### config.mk
export PLATFORM = sky130hd
export DESIGN_NAME = multicycle_controller
export DESIGN_NICKNAME = d
export VERILOG_FILES = /design/src/rtl/multicycle_controller.sv
export SDC_FILE = /design/constraint.sdc
export NUM_CORES = 1
export LEC_CHECK = 0
export ABC_CLOCK_PERIOD_IN_PS = 1500
export CAP_MARGIN = 20
export CORE_MARGIN = 2
export CORE_UTILIZATION = 38
export DETAILED_ROUTE_END_ITERATION = 12
export MAX_ROUTING_LAYER = met4
export PLACE_DENSITY_LB_ADDON = 0.3
export SLEW_MARGIN = 20
export SYNTH_ARGS = -nofsm -noshare
export SYNTH_HDL_FRONTEND = slang
export SYNTH_SLANG_ARGS = --single-unit
export TNS_END_PERCENT = 50
### constraint.sdc
create_clock -name clk -period 1.5 [get_ports clk]
set_input_delay 0.15 -clock clk [delete_from_list [all_inputs] [get_ports clk]]
set_output_delay 0.15 -clock clk [all_outputs]
set_load 0.005 [all_outputs]
### src/rtl/multicycle_controller.sv
// multicycle_controller
//   Moore-style sequencer for the shared-memory, shared-ALU multi-cycle RV32I
//   datapath. Each instruction walks FETCH -> DECODE -> (execute / memory /
//   writeback) states and ends with a one-cycle InstrDone pulse.
//
// Ports
//   clk, rst           : clock, asynchronous active-high reset
//   opcode/funct3/funct7 : latched instruction fields (only funct7[5] used)
//   zero, neg          : ALU flags, used only for the branch decision
//   PCWrite, AdrSrc, MemWrite, IRWrite, RegWrite : datapath enables/selects
//   ResultSrc, ALUSrcA, ALUSrcB, ALUControl, ImmSrc : datapath selects
//   InstrDone          : high in the last state of every instruction
module multicycle_controller (
  input  logic       clk,
  input  logic       rst,
  input  logic [6:0] opcode,
  input  logic [2:0] funct3,
  input  logic [6:0] funct7,
  input  logic       zero,
  input  logic       neg,
  output logic       PCWrite,
  output logic       AdrSrc,
  output logic       MemWrite,
  output logic       IRWrite,
  output logic [1:0] ResultSrc,
  output logic [1:0] ALUSrcA,
  output logic [1:0] ALUSrcB,
  output logic [2:0] ALUControl,
  output logic [2:0] ImmSrc,
  output logic       RegWrite,
  output logic       InstrDone
);

  localparam logic [3:0] S_FETCH    = 4'd0;
  localparam logic [3:0] S_DECODE   = 4'd1;
  localparam logic [3:0] S_MEMADR   = 4'd2;
  localparam logic [3:0] S_MEMREAD  = 4'd3;
  localparam logic [3:0] S_MEMWB    = 4'd4;
  localparam logic [3:0] S_MEMWRITE = 4'd5;
  localparam logic [3:0] S_EXECR    = 4'd6;
  localparam logic [3:0] S_EXECI    = 4'd7;
  localparam logic [3:0] S_ALUWB    = 4'd8;
  localparam logic [3:0] S_JAL      = 4'd9;
  localparam logic [3:0] S_JALR1    = 4'd10;
  localparam logic [3:0] S_JALR2    = 4'd11;
  localparam logic [3:0] S_BRANCH   = 4'd12;
  localparam logic [3:0] S_LUI      = 4'd13;

  localparam logic [6:0] OP_LOAD   = 7'b0000011;
  localparam logic [6:0] OP_STORE  = 7'b0100011;
  localparam logic [6:0] OP_RTYPE  = 7'b0110011;
  localparam logic [6:0] OP_ITYPE  = 7'b0010011;
  localparam logic [6:0] OP_JAL    = 7'b1101111;
  localparam logic [6:0] OP_JALR   = 7'b1100111;
  localparam logic [6:0] OP_BRANCH = 7'b1100011;
  localparam logic [6:0] OP_LUI    = 7'b0110111;

  localparam logic [2:0] ALU_ADD = 3'b000;
  localparam logic [2:0] ALU_SUB = 3'b001;
  localparam logic [2:0] ALU_AND = 3'b010;
  localparam logic [2:0] ALU_OR  = 3'b011;
  localparam logic [2:0] ALU_SLT = 3'b100;
  localparam logic [2:0] ALU_XOR = 3'b101;

  localparam logic [2:0] IMM_I = 3'b000;
  localparam logic [2:0] IMM_S = 3'b001;
  localparam logic [2:0] IMM_B = 3'b010;
  localparam logic [2:0] IMM_J = 3'b011;
  localparam logic [2:0] IMM_U = 3'b100;

  logic [3:0] state_q, state_d;
  logic       pc_write, mem_write, ir_write, reg_write, instr_done;
  logic       branch_taken;

  // Only funct7[5] selects add/sub; the remaining bits are intentionally ignored.
  logic unused_funct7;
  assign unused_funct7 = ^{funct7[6], funct7[4:0]};

  // Shared ALU-op table for register and immediate arithmetic; sub_en is
  // forced low for the immediate form since there is no subi.
  function automatic logic [2:0] alu_decode(input logic [2:0] f3, input logic sub_en);
    case (f3)
      3'b000:  alu_decode = sub_en ? ALU_SUB : ALU_ADD;
      3'b111:  alu_decode = ALU_AND;
      3'b110:  alu_decode = ALU_OR;
      3'b010:  alu_decode = ALU_SLT;
      3'b100:  alu_decode = ALU_XOR;
      default: alu_decode = ALU_ADD;
    endcase
  endfunction

  // Signed compare uses raw neg; overflow is not corrected.
  always_comb begin
    case (funct3)
      3'b000:  branch_taken = zero;
      3'b001:  branch_taken = ~zero;
      3'b100:  branch_taken = neg;
      3'b101:  branch_taken = ~neg;
      default: branch_taken = 1'b0;
    endcase
  end

  always_ff @(posedge clk or posedge rst) begin
    if (rst) state_q <= S_FETCH;
    else     state_q <= state_d;
  end

  always_comb begin
    state_d    = state_q;
    pc_write   = 1'b0;
    AdrSrc     = 1'b0;
    mem_write  = 1'b0;
    ir_write   = 1'b0;
    ResultSrc  = 2'b00;
    ALUSrcA    = 2'b00;
    ALUSrcB    = 2'b00;
    ALUControl = ALU_ADD;
    ImmSrc     = IMM_I;
    reg_write  = 1'b0;
    instr_done = 1'b0;

    case (state_q)
      S_FETCH: begin
        ir_write  = 1'b1;
        ALUSrcB   = 2'b10;
        ResultSrc = 2'b10;
        pc_write  = 1'b1;
        state_d   = S_DECODE;
      end
      S_DECODE: begin
        // OldPC + imm lands in ALUOut for a later JAL or taken branch.
        ALUSrcA = 2'b01;
        ALUSrcB = 2'b01;
        case (opcode)
          OP_STORE:  ImmSrc = IMM_S;
          OP_BRANCH: ImmSrc = IMM_B;
          OP_JAL:    ImmSrc = IMM_J;
          OP_LUI:    ImmSrc = IMM_U;
          default:   ImmSrc = IMM_I;
        endcase
        case (opcode)
          OP_LOAD, OP_STORE: state_d = S_MEMADR;
          OP_RTYPE:          state_d = S_EXECR;
          OP_ITYPE:          state_d = S_EXECI;
          OP_JAL:            state_d = S_JAL;
          OP_JALR:           state_d = S_JALR1;
          OP_BRANCH:         state_d = S_BRANCH;
          OP_LUI:            state_d = S_LUI;
          default: begin
            // Unknown opcode retires as a no-op.
            instr_done = 1'b1;
            state_d    = S_FETCH;
          end
        endcase
      end
      S_MEMADR: begin
        ALUSrcA = 2'b10;
        ALUSrcB = 2'b01;
        ImmSrc  = (opcode == OP_STORE) ? IMM_S : IMM_I;
        state_d = (opcode == OP_STORE) ? S_MEMWRITE : S_MEMREAD;
      end
      S_MEMREAD: begin
        AdrSrc  = 1'b1;
        state_d = S_MEMWB;
      end
      S_MEMWB: begin
        ResultSrc  = 2'b01;
        reg_write  = 1'b1;
        instr_done = 1'b1;
        state_d    = S_FETCH;
      end
      S_MEMWRITE: begin
        AdrSrc     = 1'b1;
        mem_write  = 1'b1;
        instr_done = 1'b1;
        state_d    = S_FETCH;
      end
      S_EXECR: begin
        ALUSrcA    = 2'b10;
        ALUControl = alu_decode(funct3, funct7[5]);
        state_d    = S_ALUWB;
      end
      S_EXECI: begin
        ALUSrcA    = 2'b10;
        ALUSrcB    = 2'b01;
        ALUControl = alu_decode(funct3, 1'b0);
        state_d    = S_ALUWB;
      end
      S_ALUWB: begin
        reg_write  = 1'b1;
        instr_done = 1'b1;
        state_d    = S_FETCH;
      end
      S_JAL, S_JALR2: begin
        // PC loads the target held in ALUOut while the ALU forms OldPC+4 for rd.
        ALUSrcA  = 2'b01;
        ALUSrcB  = 2'b10;
        pc_write = 1'b1;
        state_d  = S_ALUWB;
      end
      S_JALR1: begin
        ALUSrcA = 2'b10;
        ALUSrcB = 2'b01;
        state_d = S_JALR2;
      end
      S_BRANCH: begin
        ALUSrcA    = 2'b10;
        ALUControl = ALU_SUB;
        pc_write   = branch_taken;
        instr_done = 1'b1;
        state_d    = S_FETCH;
      end
      S_LUI: begin
        ImmSrc     = IMM_U;
        ResultSrc  = 2'b11;
        reg_write  = 1'b1;
        instr_done = 1'b1;
        state_d    = S_FETCH;
      end
      default: state_d = S_FETCH;
    endcase
  end

  // Enables are masked for the whole reset interval, not just at the edge.
  assign PCWrite   = pc_write   & ~rst;
  assign MemWrite  = mem_write  & ~rst;
  assign IRWrite   = ir_write   & ~rst;
  assign RegWrite  = reg_write  & ~rst;
  assign InstrDone = instr_done & ~rst;

endmodule

==> results.sh, run 1 <==
export IMPL_fp_dieW_um=46.79
export IMPL_power_total_mw=1.715
export IMPL_detailed_place_hpwl_um=2016
export IMPL_drc=0
export IMPL_antenna_found_initial=0
export IMPL_yosysWarnings=0
export IMPL_timing_final_ws_setup_ps=-357.0
export IMPL_ys_seq_area_share_pct=14.39
export IMPL_slowest_delay_ps=460
export IMPL_min_path_type="input port to asynchronous set/reset pin"
export IMPL_slew_violations=0
export IMPL_rsz0062_at_grt="yes"
export IMPL_dieArea_um2=2189
export IMPL_critPathKind="flop to primary output"
export IMPL_wl_um=4903
export IMPL_yosys_area_top_type="dfrtp_1"
export IMPL_cp_arrival_ps=1710
export IMPL_regMostFlops="state_q"
export IMPL_synth_nets=123
export IMPL_drive_above_1_share_pct=59.79
export IMPL_post_route_util_pct=94.49
export IMPL_critPathRequiredTime_ps=1350
export IMPL_period_needed_ps=1857
export IMPL_grt_busiest_layer="met2"
export IMPL_grt_use_met1_pct=44.11
export IMPL_fmax_mhz=538.5
export IMPL_clock_skew_final_ps=6.741
export IMPL_cts_num_sinks=4
export IMPL_cts_buffer_depth=2
export IMPL_p_per_area_nw_per_um2=1051
export IMPL_ys_types=40
export IMPL_gr_usage_met2_pct=61.92
export IMPL_fin_crit_sh_pct=123.8
export IMPL_synth_commonest_cells="10 x nand2_1, 9 x a21oi_1, 7 x nor2_1"
export IMPL_drt_initial_drc_count=134
export IMPL_violations="negative setup slack"
export IMPL_synth_seq_cells=4
export IMPL_area_growth_pct=134.5
export IMPL_ios=39
export IMPL_largest_register_ffs=4
export IMPL_cp_common_cell="buf_6"
export IMPL_vias=1420
export IMPL_cts_hold_repair_buffers=0
export IMPL_multiInputGateArea_um2=710.7
export IMPL_htreeDepth=1
export IMPL_numCtsBuffers=3
export IMPL_clkLatencyLatePin_ps=260
export IMPL_cp_cell_sequence="buf_6 > buf_6 > nor2_4 > nand2_2 > buf_4 > nor3_2 > buf_2"
export IMPL_grt_pass1_vias=1194
export IMPL_antenna_left=0
export IMPL_synthTopCellsByArea="dfrtp_1 14%, a21oi_1 6.5%, nand2_1 5.4%, nor3b_1 4.3%, nor2_1 3.8%"
export IMPL_clk_pin_slew_worst_paths_ps=50
export IMPL_gr_usage_met3_pct=3.462
export IMPL_netlist_area_um2=695.7
export IMPL_ys_async_sr_fraction_pct=100.0
export IMPL_crit_path_end_kind="primary output"
export IMPL_placementRows=15
export IMPL_max_cap_violations=0
export IMPL_n_fill_cell=54
export IMPL_drtPass1Iterations=4
export IMPL_finalSetupViolCount=20
export IMPL_grt_pass1_wl_um=5478
export IMPL_relSlewSlack_pct=78.63
export IMPL_grt_overflow_total=0
export IMPL_regArea_um2=102.6
export IMPL_hold_violations=0
export IMPL_grt_max_degree=9
export IMPL_syn_inst=102
export IMPL_cts_tree="yes"
export IMPL_vias_per_cell=6.636
export IMPL_root_buffer="clkbuf_4"
export IMPL_avgRoutedWirePerCell_um=22.91
export IMPL_nets=212
export IMPL_fin_area_um2=1632
export IMPL_reg_top3="state_q x4"
export IMPL_synth_most_common_cell="nand2_1"
export IMPL_cp_start_kind="flop"
export IMPL_synth_edf_count=0
export IMPL_grt_use_total_pct=36.35
export IMPL_crit_fanout=5
export IMPL_synth_ff_type="dfrtp_1"
export IMPL_crit_slowest_cell="dfrtp_2"
export IMPL_die_h_um=46.79
export IMPL_tightest_slew_ps=318.0
export IMPL_synth_top_cell_area_share_pct=14.39
export IMPL_synth_area_per_cell_um2=6.820
export IMPL_core_area_um2=1727
export IMPL_diodes=0
export IMPL_p_leak_nw=0.7596
export IMPL_port_buffers=32
export IMPL_place_congestion=0.8319
export IMPL_ir_drop_uv=648.8
export IMPL_outcome="finished, violations left"
export IMPL_start_util_pct=40.29
export IMPL_postPlaceCellArea_um2=1305
placed cells by master, fill, tap and decap left out, types with 3 or more instances in the layout:
cell	count
clkdlybuf4s50_1	9
nor3_1	3
dlygate4sd2_1	3
buf_2	15
clkbuf_4	3
nand4b_1	3
buf_6	17
nor2_1	4
nand3_1	4
nand2_1	8
a21oi_1	6
buf_4	44
o21ai_1	3
per-stage QoR:
step                      worst slack [ps]  std cells  hold slack (ps)  TNS, ps
after global placement              -570.6        190            611.8    -5329
final                               -357.0        214            474.7    -3571
after detailed placement            -646.7        190            620.3    -6258
after CTS                           -248.0        210            393.8    -2008
after global routing                -429.4        214            475.6    -4796
after floorplan                      62.61        102           -78.61        0
per-layer routing:
layer	wire (um)	up-vias	share of wire [%]
met5	0	-	0
met4	319	0	6.5
met3	579	46	12
met2	2298	159	47
met1	1705	656	35
li1	-	559	-
report_power, final:
group	switching (mW)	total (mW)	internal, mW
Clock	0.0664	0.157	0.0910
Sequential	0.0371	0.168	0.131
Combinational	0.649	1.39	0.741
worst paths after layout:
path	startpoint	to	slack, ps	cells after the start
max	state_q[3]	ALUControl[2]	-360	7
min	rst	state_q[1]	470	4
max reg2reg	state_q[1]	state_q[0]	-160	6
min reg2reg	state_q[0]	state_q[1]	800	2
max in group asynchronous	rst	state_q[2]	900	4
min in group clk	opcode[5]	state_q[0]	530	3
cell type report:
cell class | count | share of cell area, %
timing repair buffer | 92 | 46.01
multi-input combinational | 87 | 43.56
sequential | 4 | 6.288
tap | 25 | 1.917
clock buffer | 3 | 1.380
inverter | 3 | 0.8436
repair_timing:
item | 4_1_cts | 5_1_grt
resized for setup | 93 | 40
pin swaps | 18 | 16
setup buffers | 19 | 6
endpoints found under the setup margin | 19 | 20
worst max-delay path, delay by kind of cell (launching register included):
family / cells / cell delay, ps
and+or+nand+nor: 3 / 410
buffers and inverters: 4 / 570
DFF: 1 / 460
cell families (layout without fill, tap and decap cells):
logic type             count (synthesis)  in the layout  share of synthesized area (%)
AND/OR/NAND/NOR                       57             57                          50.18
AO/OA/AOI/OAI                         25             25                          22.30
buffers and inverters                 11             98                          6.654
XOR/XNOR                               4              4                          5.037
flip-flops                             4              4                          14.39
multiplexers                           1              1                          1.439
(Power assumes the default switching activity.)
==> run 2: changes to the inputs <==
==> constraint.sdc (replaced) <==
create_clock -name clk -period 1.5 [get_ports clk]
set_input_delay 0.3 -clock clk [delete_from_list [all_inputs] [get_ports clk]]
set_output_delay 0.3 -clock clk [all_outputs]
set_load 0.005 [all_outputs]
==> results.sh, run 2 (synthesized netlist as in run 1, its figures left out) <==
export IMPL_cts_hold_repair_buffers=0
export IMPL_critPathRequiredTime_ps=1200
export IMPL_clk_pin_slew_worst_paths_ps=50
export IMPL_rsz0062_at_grt="yes"
export IMPL_timing_final_ws_setup_ps=-515.1
export IMPL_grt_max_degree=10
export IMPL_switching_share_pct=42.63
export IMPL_final_cell_mix="41 x buf_4, 16 x buf_2, 16 x buf_6, 8 x nand2_1, 6 x dlygate4sd2_1"
export IMPL_p_per_area_nw_per_um2=1063
export IMPL_nets=208
export IMPL_ios=39
export IMPL_cp_startpoint="state_q[3]"
export IMPL_fin_cells=210
export IMPL_start_util_pct=40.29
export IMPL_p_leak_nw=0.7443
export IMPL_drive_above_1_share_pct=61.08
export IMPL_crit_slowest_cell="dfrtp_2"
export IMPL_finalSetupViolCount=21
export IMPL_crit_path_end_kind="primary output"
export IMPL_clock_skew_final_ps=6.422
export IMPL_slew_violations=0
export IMPL_hold_violations=0
export IMPL_p_clk_share_pct=8.5
export IMPL_layout_commonest_cell="buf_4"
export IMPL_die_h_um=46.79
export IMPL_slowest_delay_ps=440
export IMPL_fin_tns_setup_ps=-5567
export IMPL_root_buffer="clkbuf_4"
export IMPL_drtPass1Iterations=4
export IMPL_ir_drop_uv=748.3
export IMPL_seqPwrFrac_pct=10.1
export IMPL_cts_buffer_depth=2
export IMPL_clkLatencyLatePin_ps=250
export IMPL_regMostFlops="state_q"
export IMPL_reg_top3="state_q x4"
export IMPL_critPathKind="flop to primary output"
export IMPL_antenna_found_initial=0
export IMPL_wl_um=4453
export IMPL_crit_fanout=4
export IMPL_drc=0
export IMPL_fp_dieW_um=46.79
export IMPL_relSlewSlack_pct=72.92
export IMPL_fmax_mhz=496.2
export IMPL_grt_pass1_vias=1186
export IMPL_max_cap_violations=0
export IMPL_dp_cells=192
export IMPL_cp_cell_sequence="or3_4 > a21oi_4 > buf_4 > a41oi_2 > nor2_1 > buf_2"
export IMPL_violations="negative setup slack"
export IMPL_grt_overflow_total=0
export IMPL_numCtsBuffers=3
export IMPL_largest_register_ffs=4
export IMPL_area_growth_pct=133.1
export IMPL_post_route_util_pct=93.91
export IMPL_power_switching_mw=0.7351
export IMPL_drt_initial_drc_count=104
export IMPL_outcome="finished, violations left"
export IMPL_cts_num_sinks=4
export IMPL_tightest_slew_ps=402.8
export IMPL_cts_tree="yes"
export IMPL_grt_pass1_wl_um=5361
export IMPL_period_needed_ps=2015
export IMPL_cp_start_kind="flop"
export IMPL_placementRows=15
export IMPL_core_area_um2=1727
export IMPL_antenna_left=0
export IMPL_min_path_type="input port to asynchronous set/reset pin"
export IMPL_vias=1311
export IMPL_cp_arrival_ps=1720
export IMPL_r2r_start="state_q[3]"
export IMPL_dieArea_um2=2189
export IMPL_avgRoutedWirePerCell_um=21.20
export IMPL_port_buffers=32
export IMPL_power_frac_comb_pct=81.4
export IMPL_internal_power_mw=0.9891
export IMPL_vias_per_cell=6.243
export IMPL_fin_crit_sh_pct=134.3
export IMPL_diodes=0
export IMPL_detailed_place_hpwl_um=2019
export IMPL_htreeDepth=1
export IMPL_grt_use_total_pct=35.60
export IMPL_place_congestion=0.8891
==> run 2: power groups by stage <==
stage	sequential, mW	clock [mW]	combinational (mW)
floorplan	0.156	0	0.356
detailed placement	0.161	0	0.866
global placement	0.161	0	0.848
global route	0.171	0.153	1.45
CTS	0.155	0.140	1.14
finish	0.173	0.147	1.40
==> run 2: critical path, delay by kind of cell, from the launching register on <==
kind	cells	cell delay, ps
simple gates	2	550
flops	1	440
compound gates	2	200
buf+inv	2	280
==> run 2: path summary, 6_finish.rpt <==
kind / slack (ps) / cells past startpoint / to
worst min-delay path: 610 / 4 / state_q[0]
worst max register to register: -140 / 8 / state_q[1]
min in group clk: 650 / 4 / state_q[0]
worst min register to register: 850 / 3 / state_q[3]
max in group asynchronous: 760 / 4 / state_q[3]
worst max-delay path: -520 / 6 / PCWrite
==> run 2: cell type report <==
class,instances,area (um2)
clock buffers,3,22.52
multi-input cells,87,747.0
flip-flops and latches,4,103.9
fillers,62,105.1
well taps,25,31.28
repair buffers,88,705.7
inverters,3,11.26
==> run 2: stage by stage <==
stage	worst slack [ps]	area, um2	total power [mW]	hold slack (ps)
floorplan	-25.42	709.4	0.5115	71.39
global placement	-876.3	1324	1.009	706.3
detailed placement	-887.7	1324	1.027	705.2
CTS	-425.5	1524	1.435	544.0
global route	-524.6	1622	1.776	637.8
finish	-515.1	1622	1.724	610.5
==> run 2: per-layer routing <==
metal	track usage (%)	part of all wire [%]	vias to the layer above	wire [um]
met2	60.27	46	126	2066
li1	-	-	549	-
met4	20.56	5.1	0	227
met3	5.000	11	33	508
met5	-	0	-	0
met1	39.44	37	603	1651
==> run 2: what timing repair did <==
action / CTS / global route
setup endpoints to repair: 21 / 20
setup buffers: 16 / 1
cloned: 0 / 0
pin swaps: 19 / 12
gates resized for setup: 113 / 28
==> run 3: changes to the inputs <==
- ABC_CLOCK_PERIOD_IN_PS: 1500 -> 2100
- clock period: 1.5 -> 2.1 ns (I/O delays scaled with it)
==> results.sh, run 3 (synthesized netlist as in run 1, its figures left out) <==
export IMPL_grt_max_degree=9
export IMPL_drc=0
export IMPL_die_h_um=46.79
export IMPL_ios=39
export IMPL_crit_fanout=4
export IMPL_vias_per_cell=5.582
export IMPL_pre_cts_ws_ps=-591.8
export IMPL_r2r_cells=6
export IMPL_n_fill_cell=115
export IMPL_slew_violations=0
export IMPL_wl_um=2943
export IMPL_dieArea_um2=2189
export IMPL_timing_final_ws_setup_ps=-21.67
export IMPL_grt_overflow_total=0
export IMPL_final_cell_mix="45 x buf_4, 16 x dlygate4sd2_1, 9 x nand2_1, 7 x a21oi_1, 7 x clkdlybuf4s50_1"
export IMPL_slowest_delay_ps=410
export IMPL_grt_pass1_vias=1001
export IMPL_fin_cells=201
export IMPL_drive_above_1_share_pct=38.07
export IMPL_fin_tns_setup_ps=-38.06
export IMPL_grt_use_total_pct=27.29
export IMPL_layout_commonest_cell="buf_4"
export IMPL_worst_r2r_endpoint="state_q[0]"
export IMPL_period_needed_ps=2122
export IMPL_crit_slowest_cell="dfrtp_1"
export IMPL_dp_cells=187
export IMPL_diodes=0
export IMPL_max_cap_violations=0
export IMPL_regMostFlops="state_q"
export IMPL_tightest_slew_ps=275.3
export IMPL_detailed_place_hpwl_um=2036
export IMPL_ir_drop_uv=423.5
export IMPL_outcome="finished, violations left"
export IMPL_crit_path_end_kind="primary output"
export IMPL_vias=1122
export IMPL_root_buffer="clkbuf_4"
export IMPL_r2r_setup_slack_ps=550
export IMPL_nets=199
export IMPL_p_per_area_nw_per_um2=633.3
export IMPL_cp_arrival_ps=1700
export IMPL_fp_dieW_um=46.79
export IMPL_cts_num_sinks=4
export IMPL_drtPass1Iterations=4
export IMPL_drt_initial_drc_count=35
export IMPL_clkLatencyLatePin_ps=240
export IMPL_start_util_pct=40.29
export IMPL_antenna_found_initial=0
export IMPL_cp_startpoint="state_q[1]"
export IMPL_grt_pass1_wl_um=4215
export IMPL_fin_crit_sh_pct=101.0
export IMPL_core_area_um2=1727
export IMPL_fmax_mhz=471.3
export IMPL_violations="negative setup slack"
export IMPL_cts_tree="yes"
export IMPL_crit_path_end="InstrDone"
export IMPL_critPathRequiredTime_ps=1680
export IMPL_cp_cell_sequence="nand2b_1 > nor3_4 > buf_4 > nand3_1 > a21oi_1 > clkdlybuf4s15_2"
export IMPL_finalSetupViolCount=2
export IMPL_numCtsBuffers=3
export IMPL_hold_violations=0
export IMPL_p_leak_nw=0.7362
export IMPL_largest_register_ffs=4
export IMPL_area_growth_pct=102.5
export IMPL_critPathKind="flop to primary output"
export IMPL_clk_pin_slew_worst_paths_ps=40
export IMPL_r2r_start="state_q[1]"
export IMPL_placementRows=15
export IMPL_place_congestion=0.8238
export IMPL_cp_start_kind="flop"
export IMPL_relSlewSlack_pct=81.65
export IMPL_port_buffers=32
export IMPL_rsz0062_at_grt="yes"
export IMPL_antenna_left=0
export IMPL_htreeDepth=1
export IMPL_clock_skew_final_ps=4.854
export IMPL_avgRoutedWirePerCell_um=14.64
export IMPL_reg_top3="state_q x4"
export IMPL_cts_buffer_depth=2
export IMPL_min_path_type="input port to asynchronous set/reset pin"
## run 3: through the flow
| step | utilization, % | hold slack (ps) | area (um2) | total power, mW |
|---|---|---|---|---|
| 2_1_floorplan | - | 191.4 | 695.7 | 0.3566 |
| 3_3_place_gp | 74.28 | 682.9 | 1282 | 0.7029 |
| 3_5_place_dp | 74.28 | 687.4 | 1282 | 0.7215 |
| 4_1_cts | 78.33 | 643.0 | 1353 | 0.8488 |
| 5_1_grt | 81.59 | 669.8 | 1409 | 0.9526 |
| 6_report | 81.59 | 651.5 | 1409 | 0.8922 |
## run 3: timing repair
item,CTS,global route
hold buffers,0,0
setup buffers,5,6
setup endpoints to repair,18,10
pin swaps,13,2
gates resized for setup,42,8
## run 3: critical path: cells and delay by family, from the launching register on
family,cells,cell delay (ps)
AO/OA/AOI/OAI,1,150
buffers and inverters,2,380
flip-flops,1,410
AND/OR/NAND/NOR,3,530
## run 3: cell type report
class / instances / area, um2 / share of cell area, %
clock buffer: 3 / 22.52 / 1.599
multi-input combinational: 87 / 579.3 / 41.12
timing repair buffer: 79 / 661.9 / 46.98
tap: 25 / 31.28 / 2.220
sequential: 4 / 102.6 / 7.282
inverter: 3 / 11.26 / 0.7993
## run 3: where the power goes
part	switching [mW]	internal (mW)
Clock	0.0374	0.0643
Combinational	0.308	0.369
Sequential	0.0203	0.0938
Total	0.365	0.527
## run 3: worst min-delay path by stage
stage / startpoint / endpoint / slack [ps]
after floorplan: rst / state_q[0] / 190
after global placement: state_q[0] / state_q[1] / 680
after detailed placement: state_q[0] / state_q[1] / 690
after CTS: rst / state_q[0] / 640
after global routing: rst / state_q[0] / 670
final: rst / state_q[0] / 650
## run 3: metal layers
layer | track usage (%) | routed length (um) | share of wire [%] | vias to the layer above
met5 | - | 0 | 0 | -
met4 | 10.00 | 55 | 1.9 | 0
met3 | 5.769 | 200 | 6.8 | 8
met2 | 41.64 | 1441 | 49 | 60
met1 | 35.35 | 1246 | 42 | 526
li1 | - | - | - | 528
